### src/rtl/qvalue_engine_if.sv
// Request/result bundle for qvalue_engine: operands and start in, status and Q results out.
interface qvalue_engine_if #(parameter int WORD_WIDTH = 16);
    logic                  start;
    logic                  mode;
    logic [WORD_WIDTH-1:0] myEnergy, minEnergy, maxEnergy, hopsFromSink;
    logic [WORD_WIDTH-1:0] oldQ, bestQ, reward, alpha, gamma;
    logic                  busy;
    logic                  done;
    logic                  div_error;
    logic [WORD_WIDTH-1:0] myQValue, quotient_hop, quotient_energy;

    modport master (
        output start, mode, myEnergy, minEnergy, maxEnergy, hopsFromSink,
               oldQ, bestQ, reward, alpha, gamma,
        input  busy, done, div_error, myQValue, quotient_hop, quotient_energy
    );
    modport slave (
        input  start, mode, myEnergy, minEnergy, maxEnergy, hopsFromSink,
               oldQ, bestQ, reward, alpha, gamma,
        output busy, done, div_error, myQValue, quotient_hop, quotient_energy
    );
endinterface

### src/rtl/qvalue_engine.sv
// Sequential fixed-point Q-value engine: initial Q via shared restoring divider, or Q-learning update.
// Optional energy term enabled by defining QVALUE_ENERGY_TERM_EN.
module qvalue_engine #(
    parameter int WORD_WIDTH = 16,
    parameter int FRAC_BITS  = 12
) (
    input logic            clk,
    input logic            rst,
    qvalue_engine_if.slave bus
);
    localparam int W        = WORD_WIDTH;
    localparam int DIV_BITS = WORD_WIDTH + FRAC_BITS;
    localparam int CW       = $clog2(DIV_BITS);
    localparam logic [W:0]          ONE     = {{W{1'b0}}, 1'b1} << FRAC_BITS;
    localparam logic [DIV_BITS-1:0] HOP_DVD = {{(DIV_BITS-1){1'b0}}, 1'b1} << FRAC_BITS;

    typedef enum logic [2:0] {IDLE, DIV_HOP, DIV_EN, COMBINE, UPD_MUL, UPD_ACC, DONE} state_t;
    state_t state, state_n;

    // "first" marks the setup cycle of DIV_HOP and the product cycle of UPD_ACC
    logic                first, err;
    logic [W-1:0]        hops_q, oldq_q, bestq_q, reward_q, alpha_q, gamma_q;
    logic [W-1:0]        rem, dvs, qhop, qval;
    logic [DIV_BITS-1:0] dq;
    logic [CW-1:0]       cnt;
    logic [2*W-1:0]      prod_g;
    logic [2*W:0]        pa, pb;

    logic [W:0]          trial;
    logic                ge, div_last;
    logic [W-1:0]        rem_n, target, newq, qsum;
    logic [DIV_BITS-1:0] q_next;
    logic [W:0]          alpha_c;
    logic [2*W:0]        target_w;
    logic [2*W+1:0]      acc;

    // One restoring step: shift next dividend bit into the remainder, subtract if it fits.
    always_comb begin
        trial    = {rem, dq[DIV_BITS-1]};
        ge       = trial >= {1'b0, dvs};
        rem_n    = ge ? (trial[W-1:0] - dvs) : trial[W-1:0];
        q_next   = {dq[DIV_BITS-2:0], ge};
        div_last = (cnt == CW'(DIV_BITS - 1));
    end

    always_comb begin
        alpha_c  = ({1'b0, alpha_q} > ONE) ? ONE : {1'b0, alpha_q};
        target_w = {{(W+1){1'b0}}, reward_q} + {1'b0, prod_g >> FRAC_BITS};
        target   = (|target_w[2*W:W]) ? {W{1'b1}} : target_w[W-1:0];
        acc      = {1'b0, pa} + {1'b0, pb};
        acc      = acc >> FRAC_BITS;
        newq     = (|acc[2*W+1:W]) ? {W{1'b1}} : acc[W-1:0];
    end

`ifdef QVALUE_ENERGY_TERM_EN
    logic [W-1:0]        mye_q, mine_q, maxe_q, qen, en_clamp, en_dvs;
    logic [DIV_BITS-1:0] en_dvd;
    logic                en_lo, en_skip;
    logic [W:0]          qpair;

    always_comb begin
        en_lo    = mye_q <= mine_q;
        en_skip  = en_lo || (mye_q >= maxe_q) || (maxe_q <= mine_q);
        en_clamp = en_lo ? '0 : ONE[W-1:0];
        en_dvd   = {{FRAC_BITS{1'b0}}, mye_q - mine_q} << FRAC_BITS;
        en_dvs   = maxe_q - mine_q;
        qpair    = {1'b0, qhop} + {1'b0, qen};
        qsum     = qpair[W:1];
    end
`else
    logic unused_energy;
    assign unused_energy = ^{bus.myEnergy, bus.minEnergy, bus.maxEnergy};
    assign qsum = qhop;
`endif

    always_ff @(posedge clk or posedge rst) begin
        if (rst) state <= IDLE;
        else     state <= state_n;
    end

    always_comb begin
        state_n = state;
        case (state)
            IDLE:    if (bus.start) state_n = bus.mode ? UPD_MUL : DIV_HOP;
            DIV_HOP: begin
                if (first) begin
                    if (hops_q == '0) state_n = COMBINE;
                end else if (div_last) begin
`ifdef QVALUE_ENERGY_TERM_EN
                    state_n = en_skip ? COMBINE : DIV_EN;
`else
                    state_n = COMBINE;
`endif
                end
            end
`ifdef QVALUE_ENERGY_TERM_EN
            DIV_EN:  if (div_last) state_n = COMBINE;
`endif
            COMBINE: state_n = DONE;
            UPD_MUL: state_n = UPD_ACC;
            UPD_ACC: if (!first) state_n = DONE;
            DONE:    state_n = IDLE;
            default: state_n = IDLE;
        endcase
    end

    always_ff @(posedge clk or posedge rst) begin
        if (rst) begin
            first <= 1'b0; err <= 1'b0;
            hops_q <= '0; oldq_q <= '0; bestq_q <= '0; reward_q <= '0; alpha_q <= '0; gamma_q <= '0;
            rem <= '0; dvs <= '0; dq <= '0; cnt <= '0;
            prod_g <= '0; pa <= '0; pb <= '0; qhop <= '0; qval <= '0;
`ifdef QVALUE_ENERGY_TERM_EN
            mye_q <= '0; mine_q <= '0; maxe_q <= '0; qen <= '0;
`endif
        end else begin
            case (state)
                IDLE: if (bus.start) begin
                    first <= 1'b1; err <= 1'b0;
                    hops_q <= bus.hopsFromSink; oldq_q <= bus.oldQ; bestq_q <= bus.bestQ;
                    reward_q <= bus.reward; alpha_q <= bus.alpha; gamma_q <= bus.gamma;
`ifdef QVALUE_ENERGY_TERM_EN
                    mye_q <= bus.myEnergy; mine_q <= bus.minEnergy; maxe_q <= bus.maxEnergy;
`endif
                end
                DIV_HOP: begin
                    if (first) begin
                        first <= 1'b0;
                        if (hops_q == '0) begin
                            err  <= 1'b1;
                            qhop <= '0;
`ifdef QVALUE_ENERGY_TERM_EN
                            qen  <= '0;
`endif
                        end else begin
                            rem <= '0; dq <= HOP_DVD; dvs <= hops_q; cnt <= '0;
                        end
                    end else begin
                        rem <= rem_n; dq <= q_next; cnt <= cnt + 1'b1;
                        if (div_last) begin
                            qhop <= q_next[W-1:0];
`ifdef QVALUE_ENERGY_TERM_EN
                            if (en_skip) qen <= en_clamp;
                            else begin
                                rem <= '0; dq <= en_dvd; dvs <= en_dvs; cnt <= '0;
                            end
`endif
                        end
                    end
                end
`ifdef QVALUE_ENERGY_TERM_EN
                DIV_EN: begin
                    rem <= rem_n; dq <= q_next; cnt <= cnt + 1'b1;
                    if (div_last) qen <= q_next[W-1:0];
                end
`endif
                COMBINE: qval <= err ? '0 : qsum;
                UPD_MUL: prod_g <= gamma_q * bestq_q;
                UPD_ACC: begin
                    if (first) begin
                        first <= 1'b0;
                        pa    <= (ONE - alpha_c) * oldq_q;
                        pb    <= alpha_c * target;
                    end else begin
                        qval  <= newq;
                    end
                end
                default: ;
            endcase
        end
    end

    assign bus.busy         = (state != IDLE);
    assign bus.done         = (state == DONE);
    assign bus.div_error    = (state == DONE) && err;
    assign bus.myQValue     = qval;
    assign bus.quotient_hop = qhop;
`ifdef QVALUE_ENERGY_TERM_EN
    assign bus.quotient_energy = qen;
`else
    assign bus.quotient_energy = '0;
`endif
endmodule

### src/flat_wrapper.sv
// flat-port wrapper written by rule: the top's interface ports become plain ports
module qvalue_engine_flat 
#(
    parameter int WORD_WIDTH = 16,
    parameter int FRAC_BITS  = 12
)
  (clk, rst, bus_start, bus_mode, bus_myEnergy, bus_minEnergy, bus_maxEnergy, bus_hopsFromSink, bus_oldQ, bus_bestQ, bus_reward, bus_alpha, bus_gamma, bus_busy, bus_done, bus_div_error, bus_myQValue, bus_quotient_hop, bus_quotient_energy);
  qvalue_engine_if #(.WORD_WIDTH(WORD_WIDTH)) bus_i ();
  input logic clk;
  input logic rst;
  input wire logic [$bits(bus_i.start)-1:0] bus_start;
  input wire logic [$bits(bus_i.mode)-1:0] bus_mode;
  input wire logic [$bits(bus_i.myEnergy)-1:0] bus_myEnergy;
  input wire logic [$bits(bus_i.minEnergy)-1:0] bus_minEnergy;
  input wire logic [$bits(bus_i.maxEnergy)-1:0] bus_maxEnergy;
  input wire logic [$bits(bus_i.hopsFromSink)-1:0] bus_hopsFromSink;
  input wire logic [$bits(bus_i.oldQ)-1:0] bus_oldQ;
  input wire logic [$bits(bus_i.bestQ)-1:0] bus_bestQ;
  input wire logic [$bits(bus_i.reward)-1:0] bus_reward;
  input wire logic [$bits(bus_i.alpha)-1:0] bus_alpha;
  input wire logic [$bits(bus_i.gamma)-1:0] bus_gamma;
  output wire logic [$bits(bus_i.busy)-1:0] bus_busy;
  output wire logic [$bits(bus_i.done)-1:0] bus_done;
  output wire logic [$bits(bus_i.div_error)-1:0] bus_div_error;
  output wire logic [$bits(bus_i.myQValue)-1:0] bus_myQValue;
  output wire logic [$bits(bus_i.quotient_hop)-1:0] bus_quotient_hop;
  output wire logic [$bits(bus_i.quotient_energy)-1:0] bus_quotient_energy;
  assign bus_i.start = bus_start;
  assign bus_i.mode = bus_mode;
  assign bus_i.myEnergy = bus_myEnergy;
  assign bus_i.minEnergy = bus_minEnergy;
  assign bus_i.maxEnergy = bus_maxEnergy;
  assign bus_i.hopsFromSink = bus_hopsFromSink;
  assign bus_i.oldQ = bus_oldQ;
  assign bus_i.bestQ = bus_bestQ;
  assign bus_i.reward = bus_reward;
  assign bus_i.alpha = bus_alpha;
  assign bus_i.gamma = bus_gamma;
  assign bus_busy = bus_i.busy;
  assign bus_done = bus_i.done;
  assign bus_div_error = bus_i.div_error;
  assign bus_myQValue = bus_i.myQValue;
  assign bus_quotient_hop = bus_i.quotient_hop;
  assign bus_quotient_energy = bus_i.quotient_energy;
  qvalue_engine #(.WORD_WIDTH(WORD_WIDTH), .FRAC_BITS(FRAC_BITS)) u_core (.clk(clk), .rst(rst), .bus(bus_i));
endmodule
### config.mk
export PLATFORM = sky130hd
export DESIGN_NAME = qvalue_engine_flat
export DESIGN_NICKNAME = d
export VERILOG_FILES = /design/src/rtl/qvalue_engine_if.sv /design/src/rtl/qvalue_engine.sv /design/src/flat_wrapper.sv
export SDC_FILE = /design/constraint.sdc
export NUM_CORES = 2
export LEC_CHECK = 0
export CAP_MARGIN = 20
export CORE_MARGIN = 10
export CORE_UTILIZATION = 55
export CTS_CLUSTER_DIAMETER = 200
export CTS_CLUSTER_SIZE = 16
export DETAILED_ROUTE_END_ITERATION = 10
export PLACE_DENSITY = 0.81
export SLEW_MARGIN = 10
export SYNTH_ARGS = -nofsm -noshare
export SYNTH_HDL_FRONTEND = slang
export SYNTH_SLANG_ARGS = --single-unit
### constraint.sdc
create_clock -name clk -period 14.3 [get_ports clk]
set_input_delay 4.29 -clock clk [delete_from_list [all_inputs] [get_ports clk]]
set_output_delay 4.29 -clock clk [all_outputs]
set_load 0.005 [all_outputs]
==> results.md <==
- Critical Path Source Type: flip-flop
- # rows: between 90 and 100
- Clk sinks: roughly 280
- Die X: 287.7 um
- Worst slew pin tran: 1.027 ns
- Max Clock Freq: ~96 MHz
- Slowest cell on the critical path: nor2_1
- CTS tree: done
- Worst reg2reg startpoint: u_core.prod_g[12]
- Commonest non-fill, non-tap cell in the layout: inv_1
- Height of the die: about 290 um
- Grt peak-use layer: met2
- Critical Path RT: 14.71 ns
- Setup crit end kind: flip-flop
- Met3 Resource Use GR: 3.792%
- DRT antenna net count: 0
- Post CTS Setup Buffer Count: 0
- Max stage delay on crit path: 0.86 ns
- Area delta synth->final: 8.157%
- TNS Setup: 0 ns
- Core box area: around 70000 um2
- Clock Path Buffers: 3
- Outcome: completed
- Final Skew: about 0.050 ns
- CTS root buf: clkbuf_16
- First-pass GRT wire length: around 150 mm
- Most frequent cells in the layout: inv_1, fa_1, nand2_1, ha_1, dfrtp_1
- Final setup fails: 0
- Worst Hold Launch: u_core.pb[7]
- Critical Path Start: u_core.prod_g[12]
- HPWL after detailed placement: around 74 mm
- Total number of yosys warnings: 0
- Vias in the first global route: 30659
- N_diodes: 0
- RSZ-0062 raised after global routing: no
- Share of cells above drive strength 1: around 4.8%
- DRC errors left: 0
- GP Congestion: around 0.95
- Resize count post-CTS: 0
- Drt initial violations: 2106
- Avg Cell Area, Syn: ~9.5 um2
- Number of port buffers: approximately 130
- Vias/cell: around 5.5
- CP Data Arrival Time: ~11 ns
- Die Area: about 83000 um2
- Tot GR Track Use: around 23%
- Main synth FF type: dfrtp_1
- Ports: 199
- Post-synth EDFFs: 0
- Vias: 28824
- Worst-path maximum fanout: 28
- Worst Hold Class: flip-flop to flip-flop
- Flops & latches, synth: about 280
- Routed wire per std cell: 17.47 um
- Routed wire length: slightly above 90 mm
- Max-Cap Viols: 0
- First-pass DRT Iterations: 8
- Sequential fraction of the synthesis area: a little under a fifth
- CTS Buf Count: 21
- Largest net degree at the start of global routing: between 150 and 200
- Met2 Track Usage GR: between 30% and 40%
- Most frequent CP cell: fa_1
- Initial Util: 55.33%
- Synthesized area: 39420 um2
- Slew Viols, Final: 0
- Worst slew margin: 31.55%
- Clock Latency Late Sink: between 0.5 and 0.6 ns
- Initial antenna violation count: 2
- Nets: around 5500
- Crit share post-route: 73.12%
- Setup Crit Path Kind: flip-flop to flip-flop
- Crit path time final: between 10 and 15 ns
- Post-Syn Instances: between 4000 and 5000
- Number of H-tree levels: 1
- Hold-fix buffers at CTS: 0
- Met1 Usage GRT: 29.95%
- Total gr overflow: 0
- Clock slew at reported path FFs: approximately 0.08 ns
- Number of library cell types mapped by synthesis: 76
- Final Hold Viols: 0
- Fill count: approximately 5900
- Asr flop ratio synth: 100.0%
==> sequential cells by signal, summed over array words and instances, names as in the netlist, 20 cells and up <==
signal / count
u_core.prod_g: 20
u_core.dq: 28
u_core.pa: 33
u_core.pb: 33
==> critical path: cells and delay by family (launching register included) <==
family,cells,cell delay [ns]
adders and majority gates,9,4.06
AOI/OAI and AO/OA,15,3.74
and+or+nand+nor,4,1.70
DFF,1,0.39
buffers and inverters,4,0.21
xor gates and xnor gates,1,0.17
==> synth_stat cells, drive strengths merged, types with 4 or more instances <==
cell	count	area, um2
xor2	54	473.0
fa	674	13490
a21o	40	300.3
a22o	40	350.3
nand3	22	115.1
a21oi	134	670.6
a31oi	10	62.56
and3	26	167.7
clkbuf	145	544.3
xnor2	73	639.4
nand2b	13	81.33
and2	190	1189
or2	14	87.59
dfrtp	284	7107
a2111oi	4	53.81
nand4	15	93.84
buf	21	148.9
mux2i	10	100.1
nand2	606	2275
or3	8	50.05
nor4	12	75.07
nor3	27	135.1
o31ai	9	67.56
o21a	20	150.1
o211ai	9	67.56
a211o	5	43.79
nor2b	10	62.56
a221o	5	50.05
a311oi	5	43.79
ha	341	4267
o21ai	172	860.8
a211oi	19	147.6
a21boi	4	30.03
nand3b	5	37.54
nor2	184	695.7
mux2	119	1340
o21bai	14	105.1
inv	761	2856
==> kinds of logic (layout without fill, tap and decap cells) <==
family | count (synthesis) | count (layout) | share of synthesized area, %
buffers and inverters | 930 | 951 | 9.033
other | 2 | 139 | 0.01905
AOI/OAI and AO/OA | 523 | 523 | 8.386
muxes | 129 | 129 | 3.653
adders and majority gates | 1015 | 1015 | 45.05
xor gates and xnor gates | 127 | 127 | 2.822
and+or+nand+nor | 1139 | 1139 | 13.01
DFF | 284 | 284 | 18.03
==> per-stage QoR <==
step	worst slack, ns	std cells	utilization, %	instance area (um2)	hold WS, ns
after detailed placement	3.963	5233	59.02	42040	0.4729
final	3.844	5257	59.85	42640	0.4857
after CTS	3.899	5256	59.81	42610	0.4900
after global routing	3.005	5257	59.85	42640	0.5096
after floorplan	2.174	4286	-	39930	0.4487
after global placement	4.184	5233	59.02	42040	0.4683
==> per-layer routing <==
metal | vias to the layer above | wire (um)
li1 | 13114 | -
met1 | 14466 | 37980
met2 | 1054 | 44150
met3 | 188 | 6932
met4 | 2 | 2760
met5 | - | 11
==> path summary, 6_finish.rpt <==
check,depth (start not counted),slack [ns],endpoint
min in group asynchronous,2,4.28,u_core.bestq_q[10]
max in group asynchronous,3,8.56,u_core.dq[21]
worst max register to register,33,3.84,u_core.pb[31]
worst min register to register,2,0.49,u_core.pb[7]
worst max-delay path,33,3.84,u_core.pb[31]
worst min-delay path,2,0.49,u_core.pb[7]
==> final cells by class <==
type                       count  area [um2]  share of cell area, %
clock buffer                  21       525.5                  1.233
clock inverter                 2       38.79                0.09097
inverter                     764        2875                  6.744
multi-input combinational   3072       29300                  68.73
tap                          950        1189                  2.788
timing repair buffer         164        1599                  3.750
sequential                   284        7107                  16.67
Power is left out: the tool's default activity adds up to more than one toggle a clock period on the data nets, which glitch-free logic cannot reach.
